===== src/rtl/spi_pkg.sv =====
// rtl/spi_pkg.sv - shared state encoding and sizing helper for the SPI master
package spi_pkg;

  typedef enum logic [2:0] {IDLE, LEAD, XFER, TRAIL, DONE} spi_state_t;

  // Edge counter must hold every edge number 0..2*data_w
  function automatic int edge_cnt_w(input int data_w);
    return $clog2(2 * data_w + 1);
  endfunction

endpackage


===== src/rtl/spi_clk_gen.sv =====
// rtl/spi_clk_gen.sv - SCK divider: tick every D clk cycles, registered sck with idle level load
module spi_clk_gen #(
  parameter int DIV_W = 8
) (
  input  logic             clk,
  input  logic             rst,
  input  logic             restart,
  input  logic [DIV_W-1:0] clk_div,
  input  logic             run,
  input  logic             load_idle,
  input  logic             cpol,
  input  logic             toggle,
  output logic             tick,
  output logic             sck
);

  logic [DIV_W-1:0] reload;
  logic [DIV_W-1:0] cnt;

  assign tick = run && (cnt == '0);

  // A divider of 0 behaves as 1, so the reload value saturates at 0
  always_ff @(posedge clk) begin
    if (rst) begin
      reload <= '0;
      cnt    <= '0;
    end else if (restart) begin
      reload <= (clk_div == '0) ? '0 : clk_div - DIV_W'(1);
      cnt    <= (clk_div == '0) ? '0 : clk_div - DIV_W'(1);
    end else if (tick) begin
      cnt <= reload;
    end else if (cnt != '0) begin
      cnt <= cnt - DIV_W'(1);
    end
  end

  always_ff @(posedge clk) begin
    if (rst) begin
      sck <= 1'b0;
    end else if (load_idle) begin
      sck <= cpol;
    end else if (toggle) begin
      sck <= ~sck;
    end
  end

endmodule


===== src/rtl/spi_master_param.sv =====
// rtl/spi_master_param.sv - parametrised full-duplex SPI master (optional SPI_LOOPBACK_EN internal loopback)
module spi_master_param
  import spi_pkg::*;
#(
  parameter int  DATA_W = 8,
  parameter int  NUM_SS = 4,
  parameter int  DIV_W  = 8,
  localparam int SS_W   = (NUM_SS > 1) ? $clog2(NUM_SS) : 1
) (
  input  logic              clk,
  input  logic              rst,
  input  logic              start,
  input  logic [DATA_W-1:0] tx_data,
  input  logic [SS_W-1:0]   ss_sel,
  input  logic              cpol,
  input  logic              cpha,
  input  logic              lsb_first,
  input  logic [DIV_W-1:0]  clk_div,
  output logic              busy,
  output logic              done,
  output logic [DATA_W-1:0] rx_data,
  output logic              sck,
  output logic              mosi,
  input  logic              miso,
`ifdef SPI_LOOPBACK_EN
  input  logic              loopback,
`endif
  output logic [NUM_SS-1:0] ss_n
);

  localparam int EW = edge_cnt_w(DATA_W);

  spi_state_t        state, next_state;
  logic              accept, tick, run, load_idle, toggle;
  logic              sample_now, shift_now, last_edge, sample_bit;
  logic [EW-1:0]     edge_cnt, edge_num;
  logic              cpha_q, lsb_q;
  logic [DATA_W-1:0] tx_sr, rx_sr;

  function automatic logic [NUM_SS-1:0] ss_decode(input logic [SS_W-1:0] sel);
    for (int i = 0; i < NUM_SS; i++) begin
      ss_decode[i] = (32'(sel) != i);
    end
  endfunction

`ifdef SPI_LOOPBACK_EN
  assign sample_bit = loopback ? mosi : miso;
`else
  assign sample_bit = miso;
`endif

  assign run       = (state == LEAD) || (state == XFER) || (state == TRAIL);
  assign busy      = run;
  assign done      = (state == DONE);
  assign accept    = start && ((state == IDLE) || (state == DONE));
  assign load_idle = (state == IDLE) || accept;
  assign toggle    = (state == XFER) && tick;
  assign edge_num  = edge_cnt + EW'(1);
  assign last_edge = (edge_num == EW'(2 * DATA_W));

  // Odd edges sample when cpha=0, even edges when cpha=1; shifting uses the other parity
  assign sample_now = toggle && (edge_num[0] != cpha_q);
  assign shift_now  = toggle && (edge_num[0] == cpha_q) &&
                      (cpha_q ? (edge_num >= EW'(3)) : (edge_num <= EW'(2 * DATA_W - 2)));

  spi_clk_gen #(.DIV_W(DIV_W)) u_clk_gen (
    .clk       (clk),
    .rst       (rst),
    .restart   (accept),
    .clk_div   (clk_div),
    .run       (run),
    .load_idle (load_idle),
    .cpol      (cpol),
    .toggle    (toggle),
    .tick      (tick),
    .sck       (sck)
  );

  always_ff @(posedge clk) begin
    if (rst) state <= IDLE;
    else     state <= next_state;
  end

  always_comb begin
    next_state = state;
    case (state)
      IDLE:    if (start) next_state = LEAD;
      LEAD:    if (tick) next_state = XFER;
      XFER:    if (tick && last_edge) next_state = TRAIL;
      TRAIL:   if (tick) next_state = DONE;
      DONE:    next_state = start ? LEAD : IDLE;
      default: next_state = IDLE;
    endcase
  end

  always_ff @(posedge clk) begin
    if (rst) begin
      cpha_q   <= 1'b0;
      lsb_q    <= 1'b0;
      tx_sr    <= '0;
      rx_sr    <= '0;
      rx_data  <= '0;
      mosi     <= 1'b0;
      ss_n     <= '1;
      edge_cnt <= '0;
    end else begin
      if (accept) begin
        cpha_q   <= cpha;
        lsb_q    <= lsb_first;
        tx_sr    <= tx_data;
        rx_sr    <= '0;
        mosi     <= lsb_first ? tx_data[0] : tx_data[DATA_W-1];
        ss_n     <= ss_decode(ss_sel);
        edge_cnt <= '0;
      end
      if (toggle) begin
        edge_cnt <= last_edge ? '0 : edge_num;
      end
      if (sample_now) begin
        rx_sr <= lsb_q ? {sample_bit, rx_sr[DATA_W-1:1]} : {rx_sr[DATA_W-2:0], sample_bit};
      end
      if (shift_now) begin
        tx_sr <= lsb_q ? (tx_sr >> 1) : (tx_sr << 1);
        mosi  <= lsb_q ? tx_sr[1] : tx_sr[DATA_W-2];
      end
      if ((state == TRAIL) && tick) begin
        ss_n    <= '1;
        rx_data <= rx_sr;
      end
    end
  end

endmodule


===== config.mk =====
export PLATFORM = sky130hd
export DESIGN_NAME = spi_master_param
export DESIGN_NICKNAME = d
export VERILOG_FILES = /design/src/rtl/spi_pkg.sv /design/src/rtl/spi_clk_gen.sv /design/src/rtl/spi_master_param.sv
export SDC_FILE = /design/constraint.sdc
export NUM_CORES = 1
export LEC_CHECK = 0
export CELL_PAD_IN_SITES_DETAIL_PLACEMENT = 2
export CELL_PAD_IN_SITES_GLOBAL_PLACEMENT = 2
export CORE_MARGIN = 2
export CORE_UTILIZATION = 32
export CTS_BUF_LIST = sky130_fd_sc_hd__clkbuf_16
export DETAILED_ROUTE_END_ITERATION = 10
export GPL_ROUTABILITY_DRIVEN = 1
export PLACE_DENSITY = 0.79
export SYNTH_ARGS = -nofsm -noshare
export SYNTH_HDL_FRONTEND = slang
export SYNTH_SLANG_ARGS = --single-unit

===== constraint.sdc =====
create_clock -name clk -period 3.3 [get_ports clk]
set_input_delay 0.66 -clock clk [delete_from_list [all_inputs] [get_ports clk]]
set_output_delay 0.66 -clock clk [all_outputs]
set_load 0.1 [all_outputs]

==> flow_metrics.py, run 1 <==
metrics = {
    "worst_setup_path": {
        "rrSetupSlack_ps": 610,
        "critPathMaxStageDelay_ps": 520,
        "critPathLaunchType": "register",
        "crit-reg2reg-capture": "tx_sr[5]",
        "critPathCapture": "tx_sr[5]",
        "crit_start": "u_clk_gen.cnt[0]",
        "arrival_ps": 2870,
        "crit_slowest_cell": "or4bb_1",
        "path_max_fanout": 9,
        "crit_chain": "inv_1 -> ha_1 -> or4bb_1 -> or4_4 -> nor3_4 -> mux2_2",
        "r2r-start": "u_clk_gen.cnt[0]",
        "required_ps": 3480,
        "end_kind": "register",
        "rr_worst_depth": 6,
        "critPathKind": "reg -> reg",
    },
    "sta": {
        "post-route-period-util_pct": 81.4,
        "fin_tns_setup_ps": 0,
        "fmax_mhz": 372,
        "hold_violations": 0,
        "slew_headroom_pct": 42.9,
        "min_period_ps": 2690,
        "drv_slew": 0,
        "fin_skew_ps": 5.53,
        "setup_viol_count_final": 0,
        "rsz0062_at_grt": "no",
        "worst_pin_slew_ps": 855,
    },
    "finish": {
        "drive_gt1_share_pct": 13.2,
        "multi_input_area_um2": 1810,
        "nets": 440,
        "regArea_um2": 1120,
        "final_cells": 537,
        "areaGrowthSynthToFinish_pct": 21.0,
        "fillers": 1045,
        "n_antenna_cell": 0,
        "most-common-layout-cells": "dfxtp_1 (56), nand2_1 (47), nor2_1 (39)",
        "final_common_cell": "dfxtp_1",
    },
    "place": {
        "dp_cells": 530,
        "io_buffers": 40,
        "dp_hpwl_mm": 6.45,
        "place_congestion": 0.779,
    },
    "power_and_ir_drop": {
        "vdd_ir_drop_max_v": 0.000273,
        "p_per_area_nw_per_um2": 609,
        "leakage_nw": 1.38,
        "p_total_mw": 2.25,
    },
    "floorplan": {
        "dieArea_um2": 10300,
        "core-area_um2": 9240,
        "row_count": 35,
        "ioPinCount": 41,
        "die_h_um": 102,
        "start_util_pct": 33.1,
        "die_width_um": 102,
    },
    "cts": {
        "cts_root_buf": "clkbuf_16",
        "cts_tree": "built",
        "insertion_delay_ps": 300,
        "holdBufCountCts": 0,
        "cts_resized": 0,
        "numCtsBuffers": 5,
        "h-tree-depth": 2,
        "clock_sinks": 56,
        "clk_pin_slew_ps": 70,
        "cts_setup_buffers": 0,
        "clockBufferDepth": 2,
    },
    "job": {
        "maxCapViolCount": 0,
    },
    "detailed_routing": {
        "drcViolationCount": 0,
        "vias_per_cell": 5.23,
        "dr_total_vias": 2807,
        "dr.first_iter.drc_count": 84,
        "totalWireLength_mm": 9.13,
        "dr.pass1.iters": 4,
        "final_antenna_net_count": 0,
        "wl_per_cell_um": 17.0,
    },
    "run_status": {
        "status": "finished, final reports clean",
    },
    "global_routing": {
        "grt_pass1_vias": 3037,
        "grt_antenna_before_repair": 0,
        "grt_pass1_wl_mm": 15.5,
        "grt_max_degree": 33,
        "overflow": 0,
        "grt_util_all_layers_pct": 18.8,
    },
    "hold_path": {
        "min_path_type": "reg -> reg",
    },
    "synth": {
        "syn_nets": 408,
        "ys_ff_latch": 56,
        "synth_top_area_share_pct": 36.7,
        "synth_async_sr_flop_share_pct": 0,
        "synth.area.top_cells": "dfxtp_1 (37%), mux2_2 (6.6%), a21oi_1 (6.2%)",
        "seq_area_frac_synth_pct": 36.7,
        "yosysUniqueCellTypes": 46,
        "synth_cells": 376,
        "netlist_area_um2": 3050,
        "synth_ff_type": "dfxtp_1",
        "synth_warnings": 0,
        "yosysTopAreaCell": "dfxtp_1",
        "synth_area_per_cell_um2": 8.12,
        "synth-edff-count": 0,
    },
}
Yosys cell counts (2+ instances only):
cell type	n
nor3b_1	4
or3_1	4
nor2b_1	5
dfxtp_1	56
nor2_1	39
a31oi_1	5
xor2_1	7
xnor2_1	3
a211oi_1	4
a22o_1	2
and3b_1	2
o21ai_0	9
a21oi_1	38
mux2i_1	19
o21bai_1	3
ha_1	7
nand2_1	47
inv_1	10
clkbuf_1	19
buf_2	2
mux2_2	18
and3_1	2
nand3_1	20
nor4_1	2
a311oi_1	4
nand3b_1	3
nand2b_1	8
or4_1	4
nor3_1	13
worst min-delay path by stage:
stage | end | depth (start not counted) | from
2_1_floorplan | u_clk_gen.reload[2] | 2 | u_clk_gen.reload[2]
3_3_place_gp | u_clk_gen.reload[4] | 2 | u_clk_gen.reload[4]
3_5_place_dp | u_clk_gen.reload[7] | 2 | u_clk_gen.reload[7]
4_1_cts | u_clk_gen.reload[5] | 2 | u_clk_gen.reload[5]
5_1_grt | u_clk_gen.reload[5] | 2 | u_clk_gen.reload[5]
6_report | u_clk_gen.reload[5] | 2 | u_clk_gen.reload[5]
through the flow:
| stage | area [um2] | utilization [%] | setup slack (ps) | hold slack, ps |
|---|---|---|---|---|
| CTS | 3690 | 40.0 | 583 | 470 |
| global route | 3690 | 40.0 | 466 | 501 |
| floorplan | 3060 | - | 822 | 437 |
| global placement | 3560 | 38.5 | 672 | 443 |
| detailed placement | 3560 | 38.5 | 623 | 454 |
| finish | 3690 | 40.0 | 612 | 468 |
state kept, by name (all words and copies together), names as in the netlist:
name	count
u_clk_gen.sck	1
rx_data	8
state	3
rx_sr	8
u_clk_gen.cnt	8
ss_n	4
mosi	1
lsb_q	1
cpha_q	1
tx_sr	8
u_clk_gen.reload	8
edge_cnt	5
layout make-up:
cell class	instances	share of cell area (%)
Tap cell	129	4.37
Clock inverter	2	0.339
Sequential cell	56	30.3
Clock buffer	5	3.39
Timing Repair Buffer	48	11.6
Inverter	10	1.02
Multi-Input combinational cell	287	49.0
critical path, delay by kind of cell, from the launching register on:
| kind | cells | cell delay [ps] |
|---|---|---|
| mux | 1 | 400 |
| flops | 1 | 350 |
| simple gates | 3 | 1490 |
| buf+inv | 1 | 120 |
| fa+ha+maj | 1 | 210 |
kinds of logic after synthesis:
group / count (synthesis) / share of synthesized area, %
AOI/OAI and AO/OA: 70 / 13.4
xor gates and xnor gates: 10 / 2.87
adders and majority gates: 7 / 2.87
buffers and inverters: 33 / 4.38
DFF: 56 / 36.7
muxes: 37 / 12.9
and+or+nand+nor: 163 / 26.9
power breakdown:
part	internal [mW]	switching, mW	leakage (nW)	total, mW
clock network	0.277	0.255	0.0673	0.532
registers	0.764	0.107	0.457	0.871
logic	0.329	0.517	0.858	0.846
per-layer routing:
metal	up-vias	global-route usage, %	wire length [um]
li1	1378	-	-
met1	1387	24.8	4340
met2	36	32.8	4510
met3	6	2.35	199
met4	0	4.05	78
met5	-	0	0
Note: power is estimated with default switching activity, not from simulation.
==> run 2, diff against run 1 <==
==> constraint.sdc (replaced) <==
create_clock -name clk -period 2.5 [get_ports clk]
set_input_delay 0.5 -clock clk [delete_from_list [all_inputs] [get_ports clk]]
set_output_delay 0.5 -clock clk [all_outputs]
set_load 0.1 [all_outputs]
==> run 2 against run 1 <==
Net effect: sequential cell count unchanged; via count increased by 4.2%; non-clock buffer count increased by 14; worst hold slack got worse by 8.6 ps; critical path depth increased by 1; utilization increased by 1.5 points; final cell count increased by 2.8%; combinational power increased by 51%; global-route usage increased by 0.62 points; maximum frequency increased by 11%; register-to-register slack got worse by 540 ps; die area unchanged.
==> flow_metrics.py, run 2 (synthesized netlist as in run 1, its figures left out) <==
metrics = {
    "sta": {
        "worst_pin_slew_ps": 623,
        "fmax_mhz": 412,
        "finalWorstSetupSlack_ps": 72.1,
        "fin_skew_ps": 9.54,
        "slew_headroom_pct": 58.5,
        "setup_viol_count_final": 0,
        "min_period_ps": 2430,
        "post-route-period-util_pct": 97.1,
        "hold_violations": 0,
        "rsz0062_at_grt": "no",
        "drv_slew": 0,
        "timing.hold.ws_ps": 460,
    },
    "floorplan": {
        "row_count": 35,
        "dieArea_um2": 10300,
        "die_h_um": 102,
        "ioPinCount": 41,
        "start_util_pct": 33.1,
        "core-area_um2": 9240,
        "die_width_um": 102,
    },
    "finish": {
        "areaGrowthSynthToFinish_pct": 25.6,
        "most-common-layout-cells": "dfxtp_1 (56), nand2_1 (47), nor2_1 (39)",
        "regArea_um2": 1120,
        "multi_input_area_um2": 1810,
        "nets": 454,
        "final_cells": 552,
        "fillers": 1055,
        "final_common_cell": "dfxtp_1",
        "drive_gt1_share_pct": 17.0,
        "n_antenna_cell": 0,
    },
    "hold_path": {
        "min_path_type": "reg -> reg",
        "hold_path_startpoint": "u_clk_gen.reload[4]",
        "hold_depth": 2,
    },
    "global_routing": {
        "grt_pass1_wl_mm": 15.8,
        "grt_antenna_before_repair": 0,
        "grt_util_all_layers_pct": 19.4,
        "grt_max_degree": 33,
        "grt_pass1_vias": 3158,
        "top_usage_layer": "met2",
        "overflow": 0,
        "use_met1_pct": 24.0,
        "use_met3_pct": 3.11,
        "use_met2_pct": 35.2,
    },
    "detailed_routing": {
        "dr_total_vias": 2924,
        "wl_per_cell_um": 17.3,
        "dr.pass1.iters": 4,
        "vias_per_cell": 5.30,
        "dr.first_iter.drc_count": 75,
        "totalWireLength_mm": 9.56,
        "drcViolationCount": 0,
        "final_antenna_net_count": 0,
    },
    "place": {
        "pre_cts_ws_ps": -19.0,
        "dp_cells": 542,
        "dp_hpwl_mm": 7.20,
        "place_congestion": 0.790,
        "io_buffers": 40,
    },
    "worst_setup_path": {
        "path_max_fanout": 9,
        "required_ps": 2690,
        "crit-reg2reg-capture": "tx_sr[7]",
        "critPathKind": "reg -> reg",
        "crit_start": "u_clk_gen.cnt[0]",
        "rrSetupSlack_ps": 70,
        "critPathCapture": "tx_sr[7]",
        "r2r-start": "u_clk_gen.cnt[0]",
        "arrival_ps": 2620,
        "rr_worst_depth": 7,
        "critPathLaunchType": "register",
        "end_kind": "register",
    },
    "power_and_ir_drop": {
        "p_clk_share_pct": 23.2,
        "leakage_nw": 1.46,
        "internal-power_mw": 1.90,
        "p_comb_share_pct": 40.7,
        "power.switching_mw": 1.24,
        "power.share.sequential_pct": 36.1,
        "vdd_ir_drop_max_v": 0.000349,
        "sw_frac_of_total_pct": 39.4,
        "p_per_area_nw_per_um2": 820,
    },
    "cts": {
        "insertion_delay_ps": 300,
        "numCtsBuffers": 5,
        "clock_sinks": 56,
        "cts_tree": "built",
        "cts_root_buf": "clkbuf_16",
        "clockBufferDepth": 2,
        "h-tree-depth": 2,
        "holdBufCountCts": 0,
        "clk_pin_slew_ps": 80,
    },
    "run_status": {
        "status": "finished, final reports clean",
    },
    "job": {
        "maxCapViolCount": 0,
    },
}
## run 2: how the worst min path moves through the flow
stage	endpoint	slack, ps
floorplan	u_clk_gen.reload[2]	440
global placement	u_clk_gen.reload[5]	440
detailed placement	u_clk_gen.reload[4]	450
CTS	u_clk_gen.reload[4]	460
global route	u_clk_gen.reload[2]	500
finish	u_clk_gen.reload[4]	460
## run 2: layout make-up
cell class / instances / share of cell area, %
well taps: 129 / 4.21
multi-input cells: 287 / 47.1
inverters: 10 / 0.978
flip-flops and latches: 56 / 29.2
repair buffers: 62 / 14.5
clock buffers: 5 / 3.26
clock inverters: 3 / 0.652
## run 2: power groups by stage
stage	combinational (mW)	clock, mW	sequential, mW
global route	1.40	0.787	1.15
CTS	1.29	0.753	1.13
finish	1.28	0.731	1.13
floorplan	0.777	0	1.17
detailed placement	1.26	0	1.15
global placement	1.21	0	1.14
## run 2: worst max-delay path, cell delays in order, from the launching register on
cell	delay, ps
dfxtp_1	340
inv_2	80
ha_1	160
or4bb_1	440
or4_4	560
nor3_4	250
buf_12	160
mux2_2	330
## run 2: routing by layer
layer / wire [um] / vias up
met5: 0 / -
met3: 242 / 7
met1: 4300 / 1468
met2: 4930 / 41
met4: 87 / 0
li1: - / 1408
## run 2: stage by stage
stage	power [mW]	util, %	TNS [ps]	cell area [um2]
global placement	2.35	39.7	0	3670
CTS	3.17	41.4	0	3820
finish	3.15	41.5	0	3840
global route	3.33	41.5	0	3840
detailed placement	2.41	39.7	-82.1	3670
floorplan	1.94	-	0	3060
## run 2: timing repair
| item | 4_1_cts | 5_1_grt |
|---|---|---|
| gates resized for setup | 0 | 2 |
| buffers inserted | 0 | 2 |
| setup endpoints to repair | 9 | 9 |
| pin swaps | 1 | 3 |
==> run 3, diff against run 2 <==
--- a/config.mk
+++ b/config.mk
@@ -11,7 +11,7 @@
 export CORE_UTILIZATION = 32
 export CTS_BUF_LIST = sky130_fd_sc_hd__clkbuf_16
 export DETAILED_ROUTE_END_ITERATION = 10
-export GPL_ROUTABILITY_DRIVEN = 1
+export GPL_ROUTABILITY_DRIVEN = 0
 export PLACE_DENSITY = 0.79
 export SYNTH_ARGS = -nofsm -noshare
 export SYNTH_HDL_FRONTEND = slang
==> results of run 3 <==
Same layout as run 2: the final DEF is identical, and so are final timing and power.
